`config.mk`:
```
export PLATFORM = sky130hd
export DESIGN_NAME = clk_div_multi_flat
export DESIGN_NICKNAME = d
export VERILOG_FILES = /design/src/rtl/clk_div_multi_if.sv /design/src/rtl/clk_div_multi.sv /design/src/flat_wrapper.sv
export SDC_FILE = /design/constraint.sdc
export NUM_CORES = 1
export LEC_CHECK = 0
export BUFFER_PORTS_ARGS = -buffer_cell sky130_fd_sc_hd__buf_2
export CAP_MARGIN = 5
export CORE_UTILIZATION = 36
export CTS_CLUSTER_SIZE = 40
export DETAILED_ROUTE_END_ITERATION = 8
export GPL_ROUTABILITY_DRIVEN = 0
export RECOVER_POWER = 50
export REMOVE_ABC_BUFFERS = 1
export SKIP_LAST_GASP = 1
export SLEW_MARGIN = 20
export SYNTH_ARGS = -nofsm -noshare
export SYNTH_HDL_FRONTEND = slang
export SYNTH_SLANG_ARGS = --single-unit
```
`constraint.sdc`:
```
create_clock -name clk -period 8.27 [get_ports clk]
set_clock_uncertainty 0.05 [all_clocks]
set_input_delay 1.2405 -clock clk [delete_from_list [all_inputs] [get_ports clk]]
set_output_delay 1.2405 -clock clk [all_outputs]
set_load 0.05 [all_outputs]
```
`src/rtl/clk_div_multi_if.sv`:
```
// Tone write/sync bus into clk_div_multi.
// The sequencer drives it as master and the divider receives it as slave.
interface clk_div_multi_if #(
    parameter int CNT_W = 20
);
    logic             wr_en;
    logic [2:0]       wr_ch;
    logic [CNT_W-1:0] wr_half;
    logic             sync;

    modport master (output wr_en, wr_ch, wr_half, sync);
    modport slave  (input  wr_en, wr_ch, wr_half, sync);
endinterface

```
`src/rtl/clk_div_multi.sv`:
```
// Clock-division block with three parts:
// - a free-running cycle counter,
// - a 1 ms square wave with an aligned one-cycle tick,
// - NUM_CH tone channels. Each channel's half-period can be rewritten without glitches.

// One tone channel.
// A new half-period is held in nxt and only becomes active at a toggle
// boundary, so there are never any runt pulses.
module clk_div_tone_ch #(
    parameter int CNT_W = 20
) (
    input  logic             clk,
    input  logic             rst_n,
    input  logic             wr_hit,
    input  logic             sync,
    input  logic [CNT_W-1:0] wr_half,
    output logic             tone,
    output logic             pend
);
    logic [CNT_W-1:0] act, nxt, cnt;

    // Channel state:
    // - sync realigns the channel.
    // - A silent channel loads a pending value at once.
    // - A running channel swaps values only at a half-period boundary.
    always_ff @(posedge clk or negedge rst_n) begin
        if (!rst_n) begin
            act  <= '0;
            nxt  <= '0;
            cnt  <= '0;
            tone <= 1'b0;
            pend <= 1'b0;
        end else if (sync) begin
            cnt  <= '0;
            tone <= 1'b0;
            if (wr_hit) begin
                act  <= wr_half;
                nxt  <= wr_half;
                pend <= 1'b0;
            end else if (pend) begin
                act  <= nxt;
                pend <= 1'b0;
            end
        end else begin
            if (act == '0) begin
                if (pend) begin
                    act  <= nxt;
                    cnt  <= '0;
                    pend <= 1'b0;
                end
            end else if (cnt == act - CNT_W'(1)) begin
                cnt <= '0;
                if (pend) begin
                    act  <= nxt;
                    pend <= 1'b0;
                    tone <= (nxt == '0) ? 1'b0 : ~tone;
                end else begin
                    tone <= ~tone;
                end
            end else begin
                cnt <= cnt + CNT_W'(1);
            end
            // A write lands after any boundary swap above, so the last write wins.
            if (wr_hit) begin
                nxt  <= wr_half;
                pend <= 1'b1;
            end
        end
    end
endmodule

module clk_div_multi #(
    parameter int CLK_HZ  = 100_000_000,
    parameter int TICK_HZ = 1000,
    parameter int NUM_CH  = 2,
    parameter int CNT_W   = 20,
    parameter int DIV_W   = 32
) (
    input  logic               clk,
    input  logic               rst_n,
    clk_div_multi_if.slave     wr_bus,
    output logic [DIV_W-1:0]   div,
    output logic               clk_1ms,
    output logic               tick_1ms,
    output logic [NUM_CH-1:0]  tone,
    output logic [NUM_CH-1:0]  pend
);
    localparam int HALF = CLK_HZ / (2 * TICK_HZ);
    localparam int H_W  = (HALF > 1) ? $clog2(HALF) : 1;
    localparam logic [H_W-1:0] H_LAST = H_W'(HALF - 1);

    logic [H_W-1:0] h;

    // Free-running cycle counter; wraps naturally at 2^DIV_W.
    always_ff @(posedge clk or negedge rst_n) begin
        if (!rst_n) div <= '0;
        else        div <= div + DIV_W'(1);
    end

    // 1 ms square wave. The tick fires on the same edge that clk_1ms rises.
    always_ff @(posedge clk or negedge rst_n) begin
        if (!rst_n) begin
            h        <= '0;
            clk_1ms  <= 1'b0;
            tick_1ms <= 1'b0;
        end else if (h == H_LAST) begin
            h        <= '0;
            clk_1ms  <= ~clk_1ms;
            tick_1ms <= ~clk_1ms;
        end else begin
            h        <= h + H_W'(1);
            tick_1ms <= 1'b0;
        end
    end

    // One channel instance per tone. Writes to wr_ch >= NUM_CH match no channel.
    for (genvar c = 0; c < NUM_CH; c++) begin : g_ch
        clk_div_tone_ch #(.CNT_W(CNT_W)) u_ch (
            .clk     (clk),
            .rst_n   (rst_n),
            .wr_hit  (wr_bus.wr_en && (wr_bus.wr_ch == 3'(c))),
            .sync    (wr_bus.sync),
            .wr_half (wr_bus.wr_half),
            .tone    (tone[c]),
            .pend    (pend[c])
        );
    end
endmodule

```
`src/flat_wrapper.sv`:
```
// flat-port wrapper written by rule: the top's interface ports become plain ports
module clk_div_multi_flat 
#(
    parameter int CLK_HZ  = 100_000_000,
    parameter int TICK_HZ = 1000,
    parameter int NUM_CH  = 2,
    parameter int CNT_W   = 20,
    parameter int DIV_W   = 32
)
  (clk, rst_n, div, clk_1ms, tick_1ms, tone, pend, wr_bus_wr_en, wr_bus_wr_ch, wr_bus_wr_half, wr_bus_sync);
  clk_div_multi_if #(.CNT_W(CNT_W)) wr_bus_i ();
  input  logic clk;
  input  logic rst_n;
  output logic [DIV_W-1:0] div;
  output logic clk_1ms;
  output logic tick_1ms;
  output logic [NUM_CH-1:0] tone;
  output logic [NUM_CH-1:0] pend;
  input wire logic [$bits(wr_bus_i.wr_en)-1:0] wr_bus_wr_en;
  input wire logic [$bits(wr_bus_i.wr_ch)-1:0] wr_bus_wr_ch;
  input wire logic [$bits(wr_bus_i.wr_half)-1:0] wr_bus_wr_half;
  input wire logic [$bits(wr_bus_i.sync)-1:0] wr_bus_sync;
  assign wr_bus_i.wr_en = wr_bus_wr_en;
  assign wr_bus_i.wr_ch = wr_bus_wr_ch;
  assign wr_bus_i.wr_half = wr_bus_wr_half;
  assign wr_bus_i.sync = wr_bus_sync;
  clk_div_multi #(.CLK_HZ(CLK_HZ), .TICK_HZ(TICK_HZ), .NUM_CH(NUM_CH), .CNT_W(CNT_W), .DIV_W(DIV_W)) u_core (.clk(clk), .rst_n(rst_n), .wr_bus(wr_bus_i), .div(div), .clk_1ms(clk_1ms), .tick_1ms(tick_1ms), .tone(tone), .pend(pend));
endmodule
```
==> results of run 1 <==
[critical path: cells and delay by family]
kind	cells	cell delay [ps]
AND/OR/NAND/NOR	3	1320
AO/OA/AOI/OAI	2	300
buffers and inverters	3	1330
[power by group]
| part | internal [W] | switching (W) | leakage, nW |
|---|---|---|---|
| clock network | 0.000508 | 0.000342 | 0.299 |
| logic | 0.000247 | 0.000259 | 1.88 |
| registers | 0.000967 | 0.000158 | 2.25 |
| total | 0.00172 | 0.000759 | 4.43 |
[cell type report]
type,instances,share of cell area (%)
Antenna cell,3,0.0717
Clock buffer,23,4.66
Clock inverter,9,1.27
Inverter,18,0.645
Multi-Input combinational cell,671,43.9
Sequential cell,174,41.6
Tap cell,330,3.94
Timing Repair Buffer,74,3.91
[stage by stage]
| step | total power [W] | std cells | worst slack [ps] | instance area, um2 | hold slack (ps) |
|---|---|---|---|---|---|
| after CTS | 0.00250 | 1298 | 4400 | 10500 | 417 |
| after floorplan | 0.00148 | 863 | 2860 | 9000 | 375 |
| after detailed placement | 0.00164 | 1266 | 4430 | 9840 | 408 |
| after global routing | 0.00261 | 1299 | 4030 | 10500 | 434 |
| after global placement | 0.00163 | 1266 | 4520 | 9840 | 395 |
| final | 0.00248 | 1302 | 4340 | 10500 | 416 |
[metal layers]
layer | vias up | part of all wire, %
met3 | 22 | 4.1
met4 | 4 | 1.3
met2 | 122 | 44
met1 | 3375 | 50
met5 | - | 0.11
li1 | 3351 | -
[layout by cell type (no fill, tap or decap), types with 16 or more instances in the layout]
master       n
dfrtp_1    174
nor2_1      94
xnor2_1     67
buf_2       62
nand2_1     60
xor2_1      51
mux2_2      42
a21oi_1     41
nand3_1     33
nor3_1      23
mux2i_1     22
o2bb2ai_1   21
a22oi_1     20
nand4_1     18
inv_1       18
nor4_1      17
clkbuf_16   17
and3_1      16
[path summary, 6_finish.rpt]
kind                                                         from                                 endpoint  cells after the start
max                                               wr_bus_wr_ch[1]  u_core.g_ch[1].u_ch.act[11]$_DFFE_PN0P_                      8
min reg2reg                                 u_core.h[0]$_DFF_PN0_                    u_core.h[0]$_DFF_PN0_                      1
min in group asynchronous                                   rst_n  u_core.g_ch[1].u_ch.cnt[15]$_DFFE_PN0P_                      1
min                                         u_core.h[0]$_DFF_PN0_                    u_core.h[0]$_DFF_PN0_                      1
max reg2reg                u_core.g_ch[1].u_ch.act[0]$_DFFE_PN0P_   u_core.g_ch[1].u_ch.act[0]$_DFFE_PN0P_                     12
max in group asynchronous                                   rst_n                 u_core.div[24]$_DFF_PN0_                      3
[state kept, by name, summed over array words and instances (netlist names)]
name and flops:
u_core.g_ch.u_ch.pend 2, u_core.g_ch.u_ch.nxt 40, u_core.div 32, u_core.g_ch.u_ch.act 40, u_core.tick_1ms 1, u_core.clk_1ms 1, u_core.g_ch.u_ch.tone 2, u_core.g_ch.u_ch.cnt 40
u_core.h 16
[kinds of logic after synthesis]
| kind of cell | Yosys count | synth area share [%] |
|---|---|---|
| DFF | 174 | 47.2 |
| AOI/OAI and AO/OA | 154 | 11.9 |
| muxes | 64 | 7.52 |
| buffers and inverters | 64 | 3.09 |
| adders and majority gates | 6 | 0.814 |
| xor gates and xnor gates | 118 | 11.2 |
| and+or+nand+nor | 329 | 18.2 |
==> flow_summary.yaml, run 1 <==
status:
  status: "completed"
worst_setup_path:
  path_common_cell: "clkbuf_1"
  crit_chain: "clkbuf_1 -> nor4bb_4 -> clkbuf_1 -> and2_1 -> nor2b_1 -> buf_4 -> a22oi_1 -> o2bb2ai_1"
  cpMaxStageDelayCell: "clkbuf_1"
  crit_path_max_incr_delay_ps: 950
  required_ps: 8540
  cp_max_fo: 22
  critPathKind: "primary input to register"
  startpoint_type: "primary input"
  crit_arrival_ps: 4200
  cp-end-kind: "register"
  regToRegSetupSlack_ps: 4400
timing:
  period_share_pct: 47.5
  slew_headroom_pct: 14.5
  slew_viol_final: 0
  tns_ps: 0
  hold_violations: 0
  fmax_mhz: 254
  setup_viol: 0
  min_period_ps: 3930
  worstMarginPinSlew_ps: 1280
  rsz0062_at_grt: "no"
grt:
  grt_pass1_wl_um: 34500
  grt_max_degree: 101
  grt_util_met1_pct: 23.0
  met2_usage_pct: 25.0
  grt.met3_usage_pct: 4.01
  grt_pass1_vias: 6728
  grt_overflow: 0
  antenna_found_initial: 5
  grt_use_total_pct: 16.4
  busiest_layer: "met2"
finish:
  register_area_um2: 4350
  multi_input_area_um2: 4600
  drive_above_1_share_pct: 16.7
  utilization_pct: 41.6
  nFillCells: 2414
  syn2layout_area_growth_pct: 13.6
  nNetsFinal: 989
clock_tree:
  clock_path_buffers: 2
  htreeDepth: 4
  hold_buffers: 0
  cts_buffers: 17
  cts_resized: 0
  tritoncts: "built"
  clk_pin_slew_ps: 70
  cts_setup_buffers: 0
  clock-sinks: 174
  cts_root_buffer: "clkbuf_16"
  clock_latency_ps: 430
synth:
  ys.flop_type: "dfrtp_1"
  postSynthAreaPerCell_um2: 10.1
  synth_top_area_share_pct: 47.2
  synth-edff-count: 0
  yosys.cell_count.top_type: "dfrtp_1"
  synthArstFlopShare_pct: 100
  syn_inst: 909
  yosysSeqAreaShare_pct: 47.2
  syn_area_um2: 9220
  synth.top_cells.by_count: "dfrtp_1 (174), nor2_1 (94), xnor2_1 (67), nand2_1 (60), xor2_1 (51)"
  yosysWarnings: 0
  yosys-top-cells-area: "dfrtp_1 (47%), xnor2_1 (6.4%), mux2_2 (5.1%)"
  ys_seq_elements: 174
  synth.distinct_cells: 72
  synth_area_leader_cell: "dfrtp_1"
die:
  die_x_um: 162
  initial_core_util_pct: 36.6
  die_y_um: 162
  io_pins: 65
  row_count: 58
  fp.dieArea_um2: 26300
  coreArea_um2: 25200
hold_path:
  worstHoldPathType: "register to register"
placement:
  portBuffers: 64
  dp_hpwl_um: 14300
detailed_routing:
  drc: 0
  via_per_inst: 5.28
  routed_wl_um: 20700
  dr.first_iter.drc_count: 346
  ant_nets: 0
  vias: 6874
  wl_per_cell_um: 15.9
  dr.pass1.iters: 5
power:
  cellPowerDensity_nw_per_um2: 237
  vdd_drop_max_mv: 0.113
  leakagePower_nw: 4.43
job:
  cap_violations: 0
No activity file was read; power rests on OpenSTA's default activity.
==> inputs of run 2 (changes only) <==
--- a/config.mk
+++ b/config.mk
@@ -5,6 +5,7 @@
 export SDC_FILE = /design/constraint.sdc
 export NUM_CORES = 1
 export LEC_CHECK = 0
+export ABC_AREA = 1
 export BUFFER_PORTS_ARGS = -buffer_cell sky130_fd_sc_hd__buf_2
 export CAP_MARGIN = 5
 export CORE_UTILIZATION = 36
==> constraint.sdc (replaced) <==
create_clock -name clk -period 3.6 [get_ports clk]
set_clock_uncertainty 0.05 [all_clocks]
set_input_delay 0.54 -clock clk [delete_from_list [all_inputs] [get_ports clk]]
set_output_delay 0.54 -clock clk [all_outputs]
set_load 0.05 [all_outputs]
==> run 2 against run 1 <==
The flow now finishes with violations (max-capacitance violations, max-slew violations). Setup slack worse by 3600 ps. Largest power group unchanged. Total power up 120%. Clock-buffer cell count down 2. Cell count up 47%. Largest cell class unchanged. Via count up 39%.
==> flow_summary.yaml, run 2 <==
synth:
  synthArstFlopShare_pct: 100
  yosysSeqAreaShare_pct: 41.2
  syn_inst: 1466
  yosys-top-cells-area: "dfrtp_1 (41%), nand2_1 (13%), inv_1 (6.1%)"
  syn_area_um2: 10600
  synth.top_cells.by_count: "nand2_1 (379), dfrtp_1 (174), inv_1 (173), nor2_1 (153), o21ai_0 (117)"
  synth-edff-count: 0
  yosysWarnings: 0
  postSynthAreaPerCell_um2: 7.21
  ys.flop_type: "dfrtp_1"
  synth_area_leader_cell: "dfrtp_1"
  yosys.cell_count.top_type: "nand2_1"
  synth.distinct_cells: 39
  ys_seq_elements: 174
  synth_top_area_share_pct: 41.2
worst_setup_path:
  cp_max_fo: 26
  cp-end-kind: "register"
  startpoint_type: "register"
  crit_arrival_ps: 3100
  required_ps: 3860
  critPathKind: "register to register"
power:
  seqPwrFrac_pct: 43.1
  p_switching_w: 0.00169
  p_sw_share_pct: 31.2
  cellPowerDensity_nw_per_um2: 458
  leakagePower_nw: 5.57
  power.internal_w: 0.00374
  combPwrFrac_pct: 20.9
  vdd_drop_max_mv: 0.242
  p_clk_share_pct: 36.0
die:
  row_count: 62
  die_y_um: 173
  io_pins: 65
  fp.dieArea_um2: 30100
  die_x_um: 173
  coreArea_um2: 28800
  initial_core_util_pct: 36.7
detailed_routing:
  dr.first_iter.drc_count: 619
  vias: 9524
  dr.pass1.iters: 7
  drc: 0
  routed_wl_um: 26300
  via_per_inst: 4.98
  ant_nets: 0
  wl_per_cell_um: 13.7
grt:
  grt_pass1_wl_um: 45200
  grt_max_degree: 80
  antenna_found_initial: 0
  grt_use_total_pct: 18.3
  grt_pass1_vias: 9096
  grt_overflow: 0
clock_tree:
  clock-sinks: 174
  hold_buffers: 0
  clock_path_buffers: 2
  cts_setup_buffers: 0
  htreeDepth: 4
  clock_latency_ps: 430
  cts_root_buffer: "clkbuf_16"
  tritoncts: "built"
  cts_resized: 0
  cts_buffers: 17
  clk_pin_slew_ps: 70
timing:
  fmax_mhz: 353
  period_share_pct: 78.8
  hold_violations: 0
  worstMarginPinSlew_ps: 2030
  slew_headroom_pct: -35.5
  whs_ps: 337
  rsz0062_at_grt: "no"
  min_period_ps: 2840
  tns_ps: 0
  setup_viol: 0
  slew_viol_final: 80
placement:
  portBuffers: 64
  dp_cells: 1882
  dp_hpwl_um: 19600
  dpl_cell_area_um2: 11300
status:
  failed_checks: "max-capacitance violations, max-slew violations"
  status: "complete, but fails checks"
finish:
  fin_cells: 1912
  drive_above_1_share_pct: 8.90
  final_cell_mix: "nand2_1 (379), dfrtp_1 (174), inv_1 (173), nor2_1 (153), o21ai_0 (117)"
  nNetsFinal: 1550
  utilization_pct: 41.2
  final_common_cell: "nand2_1"
  n_antenna_cell: 0
  stdcell_area_um2: 11900
  syn2layout_area_growth_pct: 12.2
  reg_top3: "u_core.g_ch.u_ch.act: 40 flops, u_core.g_ch.u_ch.cnt: 40 flops, u_core.g_ch.u_ch.nxt: 40 flops"
job:
  cap_violations: 1
hold_path:
  worstHoldPathType: "primary input to register"
## run 2: cell type report
cell class	count	area, um2
fill	2954	16900
multi-input combinational	1067	5310
sequential	174	4350
inverter	177	664
tap	384	480
clock buffer	21	450
timing repair buffer	80	449
clock inverter	9	163
## run 2: layer usage
metal | track usage [%] | wire [um]
met4 | 3.91 | 261
met1 | 26.2 | 13200
met2 | 29.2 | 11800
met3 | 2.89 | 1010
met5 | 0 | 0
## run 2: cells by family after synthesis
group,Yosys count,share of synthesized area (%)
AND/OR/NAND/NOR,765,31.9
flip-flops,174,41.2
XOR/XNOR,93,7.70
adder cells (fa/ha/maj),6,0.710
AO/OA/AOI/OAI,203,9.88
buffers and inverters,225,8.60
## run 2: path summary, 6_finish.rpt
path	startpoint	endpoint	slack (ps)	cells past startpoint
min reg2reg	u_core.h[0]$_DFF_PN0_	u_core.h[0]$_DFF_PN0_	410	1
max in group asynchronous	rst_n	u_core.g_ch[0].u_ch.cnt[13]$_DFFE_PN0P_	870	2
max reg2reg	u_core.g_ch[0].u_ch.act[0]$_DFFE_PN0P_	u_core.g_ch[0].u_ch.act[7]$_DFFE_PN0P_	760	12
min	wr_bus_wr_half[1]	u_core.g_ch[0].u_ch.nxt[1]$_DFFE_PN0P_	340	3
max	u_core.g_ch[0].u_ch.act[0]$_DFFE_PN0P_	u_core.g_ch[0].u_ch.act[7]$_DFFE_PN0P_	760	12
min in group asynchronous	rst_n	u_core.tick_1ms$_DFF_PN0_	620	1
## run 2: power groups by stage
stage               registers [W]  clock network [W]  logic [W]
detailed placement        0.00238                  0    0.00114
global route              0.00237            0.00208    0.00132
CTS                       0.00234            0.00201    0.00115
floorplan                 0.00233                  0   0.000848
global placement          0.00237                  0    0.00112
finish                    0.00234            0.00195    0.00114
## run 2: critical path: stages, from the launching register on
cell	delay, ps
dfrtp_1	400
inv_2	100
ha_1	260
or2_2	300
nand3_1	70
nand2_1	50
nor3_1	200
nand3_1	110
nor2_1	160
nand2_2	230
nand2_2	460
buf_12	230
o21ai_0	90
## run 2: through the flow
stage               setup slack [ps]  total power, W
CTS                              755         0.00550
finish                           764         0.00543
global placement                 840         0.00350
floorplan                        881         0.00318
global route                     254         0.00577
detailed placement               767         0.00351
==> inputs of run 3 (changes only) <==
--- a/config.mk
+++ b/config.mk
@@ -5,7 +5,7 @@
 export SDC_FILE = /design/constraint.sdc
 export NUM_CORES = 1
 export LEC_CHECK = 0
-export ABC_AREA = 1
+export ABC_AREA = 0
 export BUFFER_PORTS_ARGS = -buffer_cell sky130_fd_sc_hd__buf_2
 export CAP_MARGIN = 5
 export CORE_UTILIZATION = 36
==> constraint.sdc (replaced) <==
create_clock -name clk -period 2.5 [get_ports clk]
set_clock_uncertainty 0.05 [all_clocks]
set_input_delay 0.375 -clock clk [delete_from_list [all_inputs] [get_ports clk]]
set_output_delay 0.375 -clock clk [all_outputs]
set_load 0.05 [all_outputs]
==> run 3 against run 2 <==
The flow finishes with violations (max-capacitance violations, max-slew violations, negative setup slack). Register-to-register slack worse by 1500 ps. Combinational power rose by 150%. Non-clock buffer count up 115. Cell count decreased by 26%. Die area is 13% lower. Final area about the same. Sequential power rose by 52%. Via count decreased by 22%. Sequential share of layout area about the same. Clock power rose by 45%. Sequential cell count unchanged. Total power rose by 69%.
==> flow_summary.yaml, run 3 (synthesis gave the netlist of run 1 again) <==
die:
  io_pins: 65
  row_count: 58
  coreArea_um2: 25200
  fp.dieArea_um2: 26300
  initial_core_util_pct: 36.6
  die_x_um: 162
  die_y_um: 162
worst_setup_path:
  cp-end-kind: "register"
  required_ps: 2760
  crit_arrival_ps: 3480
  crit_path_max_incr_delay_ps: 540
  critPathBufInv: 2
  regToRegSetupSlack_ps: -720
  startpoint_type: "register"
  crit_family: "simple AND/OR/NAND/NOR gates"
  cp_max_fo: 7
  worst-path-stages: 10
  cpMaxStageDelayCell: "or4_4"
  critPathKind: "register to register"
  rr_startpoint: "u_core.g_ch[0].u_ch.act[14]$_DFFE_PN0P_"
  r2r_end: "u_core.g_ch[0].u_ch.cnt[4]$_DFFE_PN0P_"
  crit_chain: "or4_4 -> or3_4 -> or4_4 -> a211oi_2 -> nand4_2 -> buf_4 -> nor3_2 -> buf_4 -> nor4_1 -> a211o_1"
  reg2reg_depth: 10
detailed_routing:
  dr.pass1.iters: 4
  routed_wl_um: 22600
  wl_per_cell_um: 15.9
  drc: 0
  dr.first_iter.drc_count: 395
  ant_nets: 0
  vias: 7399
  via_per_inst: 5.20
finish:
  nFillCells: 2281
  reg_top3: "u_core.g_ch.u_ch.act: 40 flops, u_core.g_ch.u_ch.cnt: 40 flops, u_core.g_ch.u_ch.nxt: 40 flops"
  utilization_pct: 47.1
  nNetsFinal: 1110
  fin_cells: 1422
  syn2layout_area_growth_pct: 28.7
  stdcell_area_um2: 11900
  drive_above_1_share_pct: 30.2
  final_cell_mix: "dfrtp_1 (174), buf_4 (110), nor2_1 (86), xnor2_1 (67), buf_2 (62)"
  final_common_cell: "dfrtp_1"
timing:
  slew_headroom_pct: -15.0
  slew_viol_final: 66
  rsz0062_at_grt: "yes"
  setup_viol: 84
  period_share_pct: 129
  fmax_mhz: 311
  hold_violations: 0
  min_period_ps: 3220
  tns_ps: -39390
  worst_slack_ps: -720
  worstMarginPinSlew_ps: 1730
hold_path:
  worstHoldPathType: "primary input to register"
  hold_path_end: "u_core.g_ch[0].u_ch.nxt[13]$_DFFE_PN0P_"
  hold_start: "wr_bus_wr_half[13]"
  worstHoldPathCells: 2
placement:
  portBuffers: 64
  dp_hpwl_um: 16100
  dp_cells: 1375
  dpl_cell_area_um2: 10800
power:
  leakagePower_nw: 5.11
  vdd_drop_max_mv: 0.396
  cellPowerDensity_nw_per_um2: 775
grt:
  grt_pass1_wl_um: 37600
  grt_overflow: 0
  grt_use_total_pct: 17.9
  grt_max_degree: 67
  grt_pass1_vias: 7198
  antenna_found_initial: 3
status:
  status: "complete, but fails checks"
  failed_checks: "max-capacitance violations, max-slew violations, negative setup slack"
clock_tree:
  clock_path_buffers: 2
  tritoncts: "built"
  clock-sinks: 174
  clk_pin_slew_ps: 70
  cts_root_buffer: "clkbuf_16"
  htreeDepth: 4
  clock_latency_ps: 420
  cts_buffers: 17
job:
  cap_violations: 1
run 3: changes by cell type in the layout (fill, tap and decap cells not counted), moves of 22 or more:
cell,delta
nand4_1,-38
nand2_1,-320
xnor2_1,+34
mux2i_1,+22
mux2_2,+42
a21oi_1,-30
buf_4,+101
nand3_1,-49
inv_1,-156
o21ai_0,-109
nor2_1,-67
run 3: what timing repair did:
action | CTS | global route
hold endpoints to repair | 62 | 0
hold buffers | 1 | 0
pin swaps | 38 | 34
setup buffers | 3 | 7
setup endpoints to repair | 84 | 84
cloned | 5 | 0
resized for setup | 53 | 36
run 3: worst reg2reg max path: cells and delay by family, from the launching register on:
kind,cells,cell delay [ps]
buffers and inverters,2,380
DFF,1,380
AOI/OAI and AO/OA,2,480
and+or+nand+nor,6,1820
run 3: worst max-delay path by stage:
stage                                       startpoint                                      end
3_5_place_dp   u_core.g_ch[0].u_ch.act[14]$_DFFE_PN0P_  u_core.g_ch[0].u_ch.act[13]$_DFFE_PN0P_
4_1_cts        u_core.g_ch[0].u_ch.act[14]$_DFFE_PN0P_  u_core.g_ch[0].u_ch.act[13]$_DFFE_PN0P_
5_1_grt        u_core.g_ch[0].u_ch.act[14]$_DFFE_PN0P_   u_core.g_ch[0].u_ch.act[0]$_DFFE_PN0P_
2_1_floorplan                          wr_bus_wr_ch[2]   u_core.g_ch[0].u_ch.act[0]$_DFFE_PN0P_
3_3_place_gp   u_core.g_ch[0].u_ch.act[14]$_DFFE_PN0P_  u_core.g_ch[0].u_ch.act[11]$_DFFE_PN0P_
6_report       u_core.g_ch[0].u_ch.act[14]$_DFFE_PN0P_   u_core.g_ch[0].u_ch.cnt[4]$_DFFE_PN0P_
run 3: routing by layer:
| metal | track usage [%] | part of all wire (%) | routed length [um] | up-vias |
|---|---|---|---|---|
| li1 | - | - | - | 3577 |
| met1 | 26.0 | 50 | 11300 | 3672 |
| met2 | 27.1 | 45 | 10100 | 134 |
| met3 | 4.21 | 4.4 | 1010 | 14 |
| met4 | 3.34 | 0.72 | 163 | 2 |
| met5 | 0 | 0.057 | 13 | - |
run 3: per-stage QoR:
stage	total power (W)	worst slack [ps]	hold WS, ps
CTS	0.00913	-689	176
global placement	0.00602	-702	372
floorplan	0.00491	-2050	29.4
finish	0.00920	-720	190
global route	0.00969	-820	177
detailed placement	0.00607	-788	381
run 3: layout make-up:
type                       instances  area (um2)  share of cell area [%]
timing repair buffer             195        1470                    12.3
clock inverter                    10         161                    1.36
tap                              330         413                    3.48
clock buffer                      21         460                    3.88
multi-input combinational        671        4940                    41.6
sequential                       174        4350                    36.7
inverter                          18        67.6                   0.569
antenna                            3        7.51                  0.0632
run 3: power breakdown:
group	total [W]	internal [W]	switching, W	leakage (nW)
Clock	0.00283	0.00172	0.00111	0.296
Sequential	0.00356	0.00320	0.000361	2.25
Combinational	0.00281	0.00150	0.00131	2.56
